===== src/rtl/r16_out_serializer_pkg.sv =====
// Shared NTT constants, occupancy encoding and the 4-bit digit-reversal
// helper used by the serializer and the address generators.
package r16_out_serializer_pkg;

  localparam int R16_LANES = 16;
  localparam int R16_IDX_W = 4;

  typedef enum logic [1:0] {
    EMPTY = 2'd0,
    ONE   = 2'd1,
    FULL  = 2'd2
  } occ_e;

  // Reverse the four bits of a radix-16 lane index (0,8,4,12,2,...).
  function automatic logic [R16_IDX_W-1:0] bitrev4(input logic [R16_IDX_W-1:0] v);
    return {v[0], v[1], v[2], v[3]};
  endfunction

endpackage


===== src/rtl/r16_out_serializer_if.sv =====
// Handshake bundle between the butterfly (vector side) and the word sink.
interface r16_out_serializer_if
  import r16_out_serializer_pkg::*;
#(
  parameter int DATA_W = 64
);
  logic                           in_valid;
  logic                           in_ready;
  logic [R16_LANES*DATA_W-1:0]    in_data;
  logic                           out_valid;
  logic                           out_ready;
  logic [DATA_W-1:0]              out_data;
  logic [R16_IDX_W-1:0]           out_idx;
  logic                           out_last;
  logic [1:0]                     occupancy;

  // Serializer side.
  modport slave (
    input  in_valid, in_data, out_ready,
    output in_ready, out_valid, out_data, out_idx, out_last, occupancy
  );

  // Producer/consumer side.
  modport master (
    output in_valid, in_data, out_ready,
    input  in_ready, out_valid, out_data, out_idx, out_last, occupancy
  );
endinterface


===== src/rtl/r16_out_serializer_vec_slot.sv =====
// One 16-word vector slot: parallel write of a whole vector, word read by index.
module r16_vec_slot
  import r16_out_serializer_pkg::*;
#(
  parameter int DATA_W = 64
) (
  input  logic                        clk,
  input  logic                        we,
  input  logic [R16_LANES*DATA_W-1:0] wr_data,
  input  logic [R16_IDX_W-1:0]        rd_idx,
  output logic [DATA_W-1:0]           rd_data
);

  logic [DATA_W-1:0] lane_q [R16_LANES];

  for (genvar gi = 0; gi < R16_LANES; gi++) begin : g_lane
    logic [DATA_W-1:0] word_reg;

    // Capture this lane's word whenever the whole vector is written.
    always_ff @(posedge clk) begin
      if (we) word_reg <= wr_data[gi*DATA_W +: DATA_W];
    end

    assign lane_q[gi] = word_reg;
  end

  assign rd_data = lane_q[rd_idx];

endmodule


===== src/rtl/r16_out_serializer.sv =====
// Two-slot ping-pong buffer that turns radix-16 butterfly result vectors
// into a one-word-per-cycle stream, optionally in digit-reversed order.
module r16_out_serializer
  import r16_out_serializer_pkg::*;
#(
  parameter int DATA_W    = 64,
  parameter bit ORDER_REV = 1'b0
) (
  input  logic                      clk,
  input  logic                      rst,
  r16_out_serializer_if.slave       bus
);

  occ_e                 occ_reg, occ_next;
  logic                 wr_ptr_reg, wr_ptr_next;
  logic                 rd_ptr_reg, rd_ptr_next;
  logic [R16_IDX_W-1:0] cnt_reg, cnt_next;
  logic [R16_IDX_W-1:0] rd_idx;
  logic                 in_ready_int, out_valid_int;
  logic                 accept, fire, rel_vec;
  logic [DATA_W-1:0]    slot_rd [2];

  // Handshake flags depend only on registered state, so in_ready never
  // sees out_ready combinationally and out_* never sees in_*.
  assign in_ready_int  = (occ_reg != FULL);
  assign out_valid_int = (occ_reg != EMPTY);
  assign accept        = bus.in_valid & in_ready_int;
  assign fire          = out_valid_int & bus.out_ready;
  assign rel_vec       = fire & (cnt_reg == 4'd15);

  assign rd_idx = ORDER_REV ? bitrev4(cnt_reg) : cnt_reg;

  for (genvar gi = 0; gi < 2; gi++) begin : g_slot
    r16_vec_slot #(.DATA_W(DATA_W)) u_slot (
      .clk     (clk),
      .we      (accept && (wr_ptr_reg == 1'(gi))),
      .wr_data (bus.in_data),
      .rd_idx  (rd_idx),
      .rd_data (slot_rd[gi])
    );
  end

  assign bus.in_ready  = in_ready_int;
  assign bus.out_valid = out_valid_int;
  assign bus.out_idx   = rd_idx;
  assign bus.out_last  = (cnt_reg == 4'd15);
  // Slots are not reset; gating keeps out_data at zero while nothing is buffered.
  assign bus.out_data  = out_valid_int ? slot_rd[rd_ptr_reg] : '0;
  assign bus.occupancy = occ_reg;

  // Next-state for occupancy, pointers and word counter.
  always_comb begin
    occ_next    = occ_reg;
    wr_ptr_next = wr_ptr_reg;
    rd_ptr_next = rd_ptr_reg;
    cnt_next    = cnt_reg;

    if (accept) wr_ptr_next = ~wr_ptr_reg;
    if (fire)   cnt_next    = cnt_reg + 4'd1;
    if (rel_vec) rd_ptr_next = ~rd_ptr_reg;

    unique case (occ_reg)
      EMPTY:   if (accept) occ_next = ONE;
      ONE: begin
        if (accept && !rel_vec)      occ_next = FULL;
        else if (!accept && rel_vec) occ_next = EMPTY;
      end
      FULL:    if (rel_vec && !accept) occ_next = ONE;
      default: occ_next = EMPTY;
    endcase
  end

  // State register; reset drops every buffered vector.
  always_ff @(posedge clk) begin
    if (rst) begin
      occ_reg    <= EMPTY;
      wr_ptr_reg <= 1'b0;
      rd_ptr_reg <= 1'b0;
      cnt_reg    <= '0;
    end else begin
      occ_reg    <= occ_next;
      wr_ptr_reg <= wr_ptr_next;
      rd_ptr_reg <= rd_ptr_next;
      cnt_reg    <= cnt_next;
    end
  end

endmodule


===== src/flat_wrapper.sv =====
// flat-port wrapper written by rule: the top's interface ports become plain ports
module r16_out_serializer_flat import r16_out_serializer_pkg::*;
#(
  parameter int DATA_W    = 64,
  parameter bit ORDER_REV = 1'b0
)
  (clk, rst, bus_in_valid, bus_in_data, bus_out_ready, bus_in_ready, bus_out_valid, bus_out_data, bus_out_idx, bus_out_last, bus_occupancy);
  r16_out_serializer_if #(.DATA_W(DATA_W)) bus_i ();
  input  logic clk;
  input  logic rst;
  input wire logic [$bits(bus_i.in_valid)-1:0] bus_in_valid;
  input wire logic [$bits(bus_i.in_data)-1:0] bus_in_data;
  input wire logic [$bits(bus_i.out_ready)-1:0] bus_out_ready;
  output wire logic [$bits(bus_i.in_ready)-1:0] bus_in_ready;
  output wire logic [$bits(bus_i.out_valid)-1:0] bus_out_valid;
  output wire logic [$bits(bus_i.out_data)-1:0] bus_out_data;
  output wire logic [$bits(bus_i.out_idx)-1:0] bus_out_idx;
  output wire logic [$bits(bus_i.out_last)-1:0] bus_out_last;
  output wire logic [$bits(bus_i.occupancy)-1:0] bus_occupancy;
  assign bus_i.in_valid = bus_in_valid;
  assign bus_i.in_data = bus_in_data;
  assign bus_i.out_ready = bus_out_ready;
  assign bus_in_ready = bus_i.in_ready;
  assign bus_out_valid = bus_i.out_valid;
  assign bus_out_data = bus_i.out_data;
  assign bus_out_idx = bus_i.out_idx;
  assign bus_out_last = bus_i.out_last;
  assign bus_occupancy = bus_i.occupancy;
  r16_out_serializer #(.DATA_W(DATA_W), .ORDER_REV(ORDER_REV)) u_core (.clk(clk), .rst(rst), .bus(bus_i));
endmodule

===== config.mk =====
export PLATFORM = sky130hd
export DESIGN_NAME = r16_out_serializer_flat
export DESIGN_NICKNAME = d
export VERILOG_FILES = /design/src/rtl/r16_out_serializer_pkg.sv /design/src/rtl/r16_out_serializer_if.sv /design/src/rtl/r16_out_serializer_vec_slot.sv /design/src/rtl/r16_out_serializer.sv /design/src/flat_wrapper.sv
export SDC_FILE = /design/constraint.sdc
export NUM_CORES = 2
export LEC_CHECK = 0
export CAP_MARGIN = 25
export CORE_AREA = 2 2 434 436
export CTS_BUF_LIST = sky130_fd_sc_hd__clkbuf_4 sky130_fd_sc_hd__clkbuf_8 sky130_fd_sc_hd__clkbuf_16
export CTS_CLUSTER_DIAMETER = 40
export CTS_CLUSTER_SIZE = 16
export DETAILED_ROUTE_END_ITERATION = 8
export DIE_AREA = 0 0 436 438
export PLACE_DENSITY = 0.63
export SLEW_MARGIN = 20
export SYNTH_ARGS = -nofsm -noshare
export SYNTH_HDL_FRONTEND = slang
export SYNTH_SLANG_ARGS = --single-unit
export TNS_END_PERCENT = 5

===== constraint.sdc =====
create_clock -name clk -period 123.6 [get_ports clk]
set_input_delay 12.36 -clock clk [delete_from_list [all_inputs] [get_ports clk]]
set_output_delay 12.36 -clock clk [all_outputs]
set_load 0.1 [all_outputs]

==> impl_metrics.prom <==
# TYPE chip_impl_metric gauge
chip_impl_metric{name="largest_register_ff_count",unit=""} 2048
chip_impl_metric{name="final_core_util",unit=""} 0.548
chip_impl_metric{name="fp.dieH",unit="um"} 438
chip_impl_metric{name="chipWidth",unit="um"} 436
chip_impl_metric{name="max-vdd-ir-drop",unit="mV"} 0.0127
chip_impl_metric{name="post_synth_mux_area_share",unit=""} 0.173
chip_impl_info{name="synth_most_common_cell",value="sky130_fd_sc_hd__edfxtp_1"} 1
chip_impl_metric{name="met1_usage",unit=""} 0.271
chip_impl_metric{name="clk-insertion-delay-late",unit="ns"} 0.90
chip_impl_metric{name="synthDistinctLibCells",unit=""} 42
chip_impl_metric{name="total_power",unit="mW"} 1.78
chip_impl_metric{name="postSynthAreaPerCell",unit="sq um"} 23.4
chip_impl_metric{name="detailed_place_hpwl",unit="mm"} 156
chip_impl_info{name="tritoncts_clock_tree",value="built"} 1
chip_impl_metric{name="arrival",unit="ns"} 7.29
chip_impl_metric{name="layout_min_cycle_time",unit="ns"} 19.65
chip_impl_metric{name="p_per_area",unit="mW/mm^2"} 17.4
chip_impl_metric{name="xor_xnor_portion_of_the_synthesized_cell_area",unit=""} 0.000557
chip_impl_metric{name="globalRouteMet2Util",unit=""} 0.395
chip_impl_info{name="status",value="complete, no violations"} 1
chip_impl_metric{name="num_rows",unit=""} 159
chip_impl_metric{name="antenna_violations_before_repair",unit=""} 155
chip_impl_info{name="critPathLaunchType",value="flop"} 1
chip_impl_metric{name="yosysTopAreaCellShare",unit=""} 0.782
chip_impl_info{name="hold_path.class",value="reg -> reg"} 1
chip_impl_metric{name="tritoncts_buffers",unit=""} 291
chip_impl_metric{name="ctsResizeCount",unit=""} 0
chip_impl_metric{name="synth_edf_count",unit=""} 2048
chip_impl_metric{name="cp_data_required_time",unit="ns"} 111.24
chip_impl_info{name="dominant_register_cell_in_the_synthesized_netlist",value="sky130_fd_sc_hd__edfxtp_1"} 1
chip_impl_metric{name="part_of_the_yosys_area_used_for_sequential_elements",unit=""} 0.784
chip_impl_metric{name="largest_clock_skew_in_the_final_design",unit="ns"} 0.0484
chip_impl_info{name="clock_tree.root_cell",value="sky130_fd_sc_hd__clkbuf_16"} 1
chip_impl_metric{name="synth_fa_ha_area_frac",unit=""} 0.000477
chip_impl_metric{name="postLayoutSetupSlackWorst",unit="ns"} 103.95
chip_impl_metric{name="wl",unit="mm"} 224
chip_impl_metric{name="drt.antenna.violating_nets",unit=""} 0
chip_impl_metric{name="share_of_layout_cells_above_drive_strength_1",unit=""} 0.213
chip_impl_metric{name="postSynthRegisterBits",unit=""} 2056
chip_impl_metric{name="final_hold_viol_count",unit=""} 0
chip_impl_metric{name="synth_cells",unit=""} 3361
chip_impl_metric{name="post_drt_wl_per_cell",unit="um"} 30.2
chip_impl_metric{name="clockBufferDepth",unit=""} 4
chip_impl_metric{name="maximum_capacitance_violations",unit=""} 0
chip_impl_info{name="ys_top_cells_by_count",value="sky130_fd_sc_hd__edfxtp_1 (2048), sky130_fd_sc_hd__mux4_2 (452), sky130_fd_sc_hd__mux2i_1 (315)"} 1
chip_impl_metric{name="final-seq-area",unit="sq mm"} 0.0617
chip_impl_metric{name="portBuffers",unit=""} 1100
chip_impl_metric{name="cts_num_sinks",unit=""} 2056
chip_impl_metric{name="setup_violations",unit=""} 0
chip_impl_metric{name="critPathMaxFanout",unit=""} 68
chip_impl_metric{name="design.die.area",unit="sq mm"} 0.191
chip_impl_metric{name="asyncSetResetFlopFracSynth",unit=""} 0
chip_impl_metric{name="slew_headroom",unit=""} 0.205
chip_impl_metric{name="report.final.slew_viol_count",unit=""} 0
chip_impl_info{name="rsz0062_at_grt",value="false"} 1
chip_impl_metric{name="design.final.nets",unit=""} 5684
chip_impl_metric{name="cts.htree.levels",unit=""} 5
chip_impl_metric{name="dr_pass1_iterations",unit=""} 5
chip_impl_metric{name="path_clk_slew",unit="ns"} 0.05
chip_impl_metric{name="ioPinCount",unit=""} 1101
chip_impl_metric{name="initial_utilization",unit=""} 0.421
chip_impl_metric{name="ctsHoldBuffers",unit=""} 0
chip_impl_metric{name="p_leak",unit="nW"} 32.4
chip_impl_info{name="grt.busiest_layer",value="met2"} 1
chip_impl_metric{name="place_ws",unit="ns"} 104.56
chip_impl_metric{name="syn-cell-area",unit="sq mm"} 0.0786
chip_impl_metric{name="syn-num-nets",unit=""} 4392
chip_impl_metric{name="via_count",unit=""} 40400
chip_impl_metric{name="drt-initial-drc-count",unit=""} 3500
chip_impl_metric{name="grt_max_degree",unit=""} 180
chip_impl_metric{name="layout-area-overhead-vs-synth",unit="%"} 30.1
chip_impl_metric{name="timing.fmax",unit="GHz"} 0.0509
chip_impl_metric{name="synthesis.yosys.warnings",unit=""} 0
chip_impl_metric{name="grt_usage",unit=""} 0.231
chip_impl_info{name="synth_largest_area_cell",value="sky130_fd_sc_hd__edfxtp_1"} 1
chip_impl_metric{name="fin_crit_sh",unit=""} 0.159
chip_impl_metric{name="vias_in_the_first_global_route",unit=""} 42600
chip_impl_metric{name="grt_first_pass_wirelength",unit="mm"} 312
chip_impl_metric{name="drt-vias-per-instance",unit=""} 5.45
chip_impl_metric{name="route.detailed.drc",unit=""} 0
chip_impl_metric{name="footprint_of_the_multi_input_gates",unit="sq mm"} 0.0158
chip_impl_info{name="kind_of_critical_path",value="reg -> out"} 1
chip_impl_info{name="setup.worst_path.end_class",value="output pin"} 1
chip_impl_metric{name="cts_post_setup_buffers_inserted",unit=""} 0
chip_impl_metric{name="core-area",unit="sq mm"} 0.187
chip_impl_metric{name="slew_at_the_pin_closest_to_its_max_slew_limit",unit="ns"} 1.19
chip_impl_metric{name="met3_usage",unit=""} 0.0687
chip_impl_metric{name="grt_overflow",unit=""} 0
chip_impl_metric{name="fin_tns_setup",unit="ns"} 0
chip_impl_metric{name="globalplace.congestion",unit=""} 0.851
chip_impl_info{name="yosys-top-cells-area",value="sky130_fd_sc_hd__edfxtp_1 (78%), sky130_fd_sc_hd__mux4_2 (13%), sky130_fd_sc_hd__mux2i_1 (4.0%)"} 1
chip_impl_info{name="dominant_combinational_cell_family_by_area_after_synthesis",value="multiplexers"} 1
chip_impl_metric{name="count_of_filler_cells_inserted_in_the_layout",unit=""} 14300
chip_impl_metric{name="synth_compound_gate_area_share",unit=""} 0.0157
chip_impl_metric{name="yosys.area_share.simple",unit=""} 0.0104
path summary, 6_finish.rpt:
kind / start / endpoint / slack, ns / cells after the start
max: u_core.bus.out_idx[1] / bus_out_data[34] / 103.95 / 11
max reg2reg: u_core.bus.occupancy[0] / u_core.g_slot[1].u_slot.g_lane[9].word_reg[22] / 117.67 / 8
min reg2reg: u_core.bus.occupancy[1] / u_core.bus.occupancy[1] / 0.62 / 2
min: u_core.bus.occupancy[1] / u_core.bus.occupancy[1] / 0.62 / 2
layout by cell type, fill, tap and decap left out, types with 4 or more instances in the layout:
master and instances:
sky130_fd_sc_hd__a211oi_1 7, sky130_fd_sc_hd__a21oi_1 7, sky130_fd_sc_hd__a22oi_1 54, sky130_fd_sc_hd__and2_1 5
sky130_fd_sc_hd__buf_12 9, sky130_fd_sc_hd__buf_16 16, sky130_fd_sc_hd__buf_4 56, sky130_fd_sc_hd__bufinv_16 25
sky130_fd_sc_hd__clkbuf_16 297, sky130_fd_sc_hd__clkbuf_4 17, sky130_fd_sc_hd__clkdlybuf4s50_1 1096, sky130_fd_sc_hd__clkinv_1 23
sky130_fd_sc_hd__clkinv_2 27, sky130_fd_sc_hd__clkinv_4 20, sky130_fd_sc_hd__clkinvlp_4 32, sky130_fd_sc_hd__dfxtp_1 5
sky130_fd_sc_hd__diode_2 64, sky130_fd_sc_hd__edfxtp_1 2048, sky130_fd_sc_hd__inv_1 4, sky130_fd_sc_hd__inv_6 39
sky130_fd_sc_hd__inv_8 12, sky130_fd_sc_hd__mux2_2 14, sky130_fd_sc_hd__mux2i_1 315, sky130_fd_sc_hd__mux4_1 5
sky130_fd_sc_hd__mux4_2 452, sky130_fd_sc_hd__nand2_1 14, sky130_fd_sc_hd__nand2b_1 5, sky130_fd_sc_hd__nand3_1 23
sky130_fd_sc_hd__nand4_1 8, sky130_fd_sc_hd__nor2_1 13, sky130_fd_sc_hd__nor2b_1 12, sky130_fd_sc_hd__nor4_1 4
sky130_fd_sc_hd__o22ai_1 100, sky130_fd_sc_hd__or2_1 49, sky130_fd_sc_hd__xor2_1 4
stage by stage:
step / instances / hold slack [ns] / cell area [sq um]
CTS: 7343 / 0.621 / 102000
global placement: 6837 / 0.586 / 92100
global route: 7397 / 0.655 / 102000
floorplan: 3361 / 0.493 / 78600
detailed placement: 6848 / 0.590 / 92500
finish: 7414 / 0.620 / 102000
report_power, final:
part / switching [mW] / internal (mW)
logic: 0.0752 / 0.0677
registers: 0.0115 / 0.821
clock network: 0.309 / 0.499
total: 0.396 / 1.39
layer usage:
| layer | vias up | routed length, um |
|---|---|---|
| met5 | - | 621 |
| met4 | 98 | 8350 |
| met1 | 20900 | 81200 |
| li1 | 17100 | - |
| met2 | 1728 | 116000 |
| met3 | 492 | 17400 |
logic make-up after synthesis:
family | Yosys count
DFF | 2056
adders and majority gates | 3
AOI/OAI and AO/OA | 181
muxes | 786
buffers and inverters | 182
xor gates and xnor gates | 5
and+or+nand+nor | 148
final cells by class:
class                      instances  share of cell area
antenna                           64             0.00157
clock buffer                     314              0.0739
clock inverter                   181              0.0187
inverter                           4            0.000147
multi-input combinational       1123               0.155
sequential                      2056               0.603
tap                             2495              0.0305
timing repair buffer            1177               0.117
worst max-delay path: stages, from the launching register on:
cell and delay [ns]:
sky130_fd_sc_hd__dfxtp_4 0.57, sky130_fd_sc_hd__buf_16 0.32, sky130_fd_sc_hd__buf_4 0.55, sky130_fd_sc_hd__buf_16 0.30
sky130_fd_sc_hd__buf_4 0.69, sky130_fd_sc_hd__buf_4 0.78, sky130_fd_sc_hd__buf_4 0.87, sky130_fd_sc_hd__mux4_2 0.35
sky130_fd_sc_hd__mux2i_1 0.07, sky130_fd_sc_hd__o22ai_1 0.35, sky130_fd_sc_hd__or2_1 0.19, sky130_fd_sc_hd__clkdlybuf4s50_1 1.15
(Power assumes the default switching activity.)
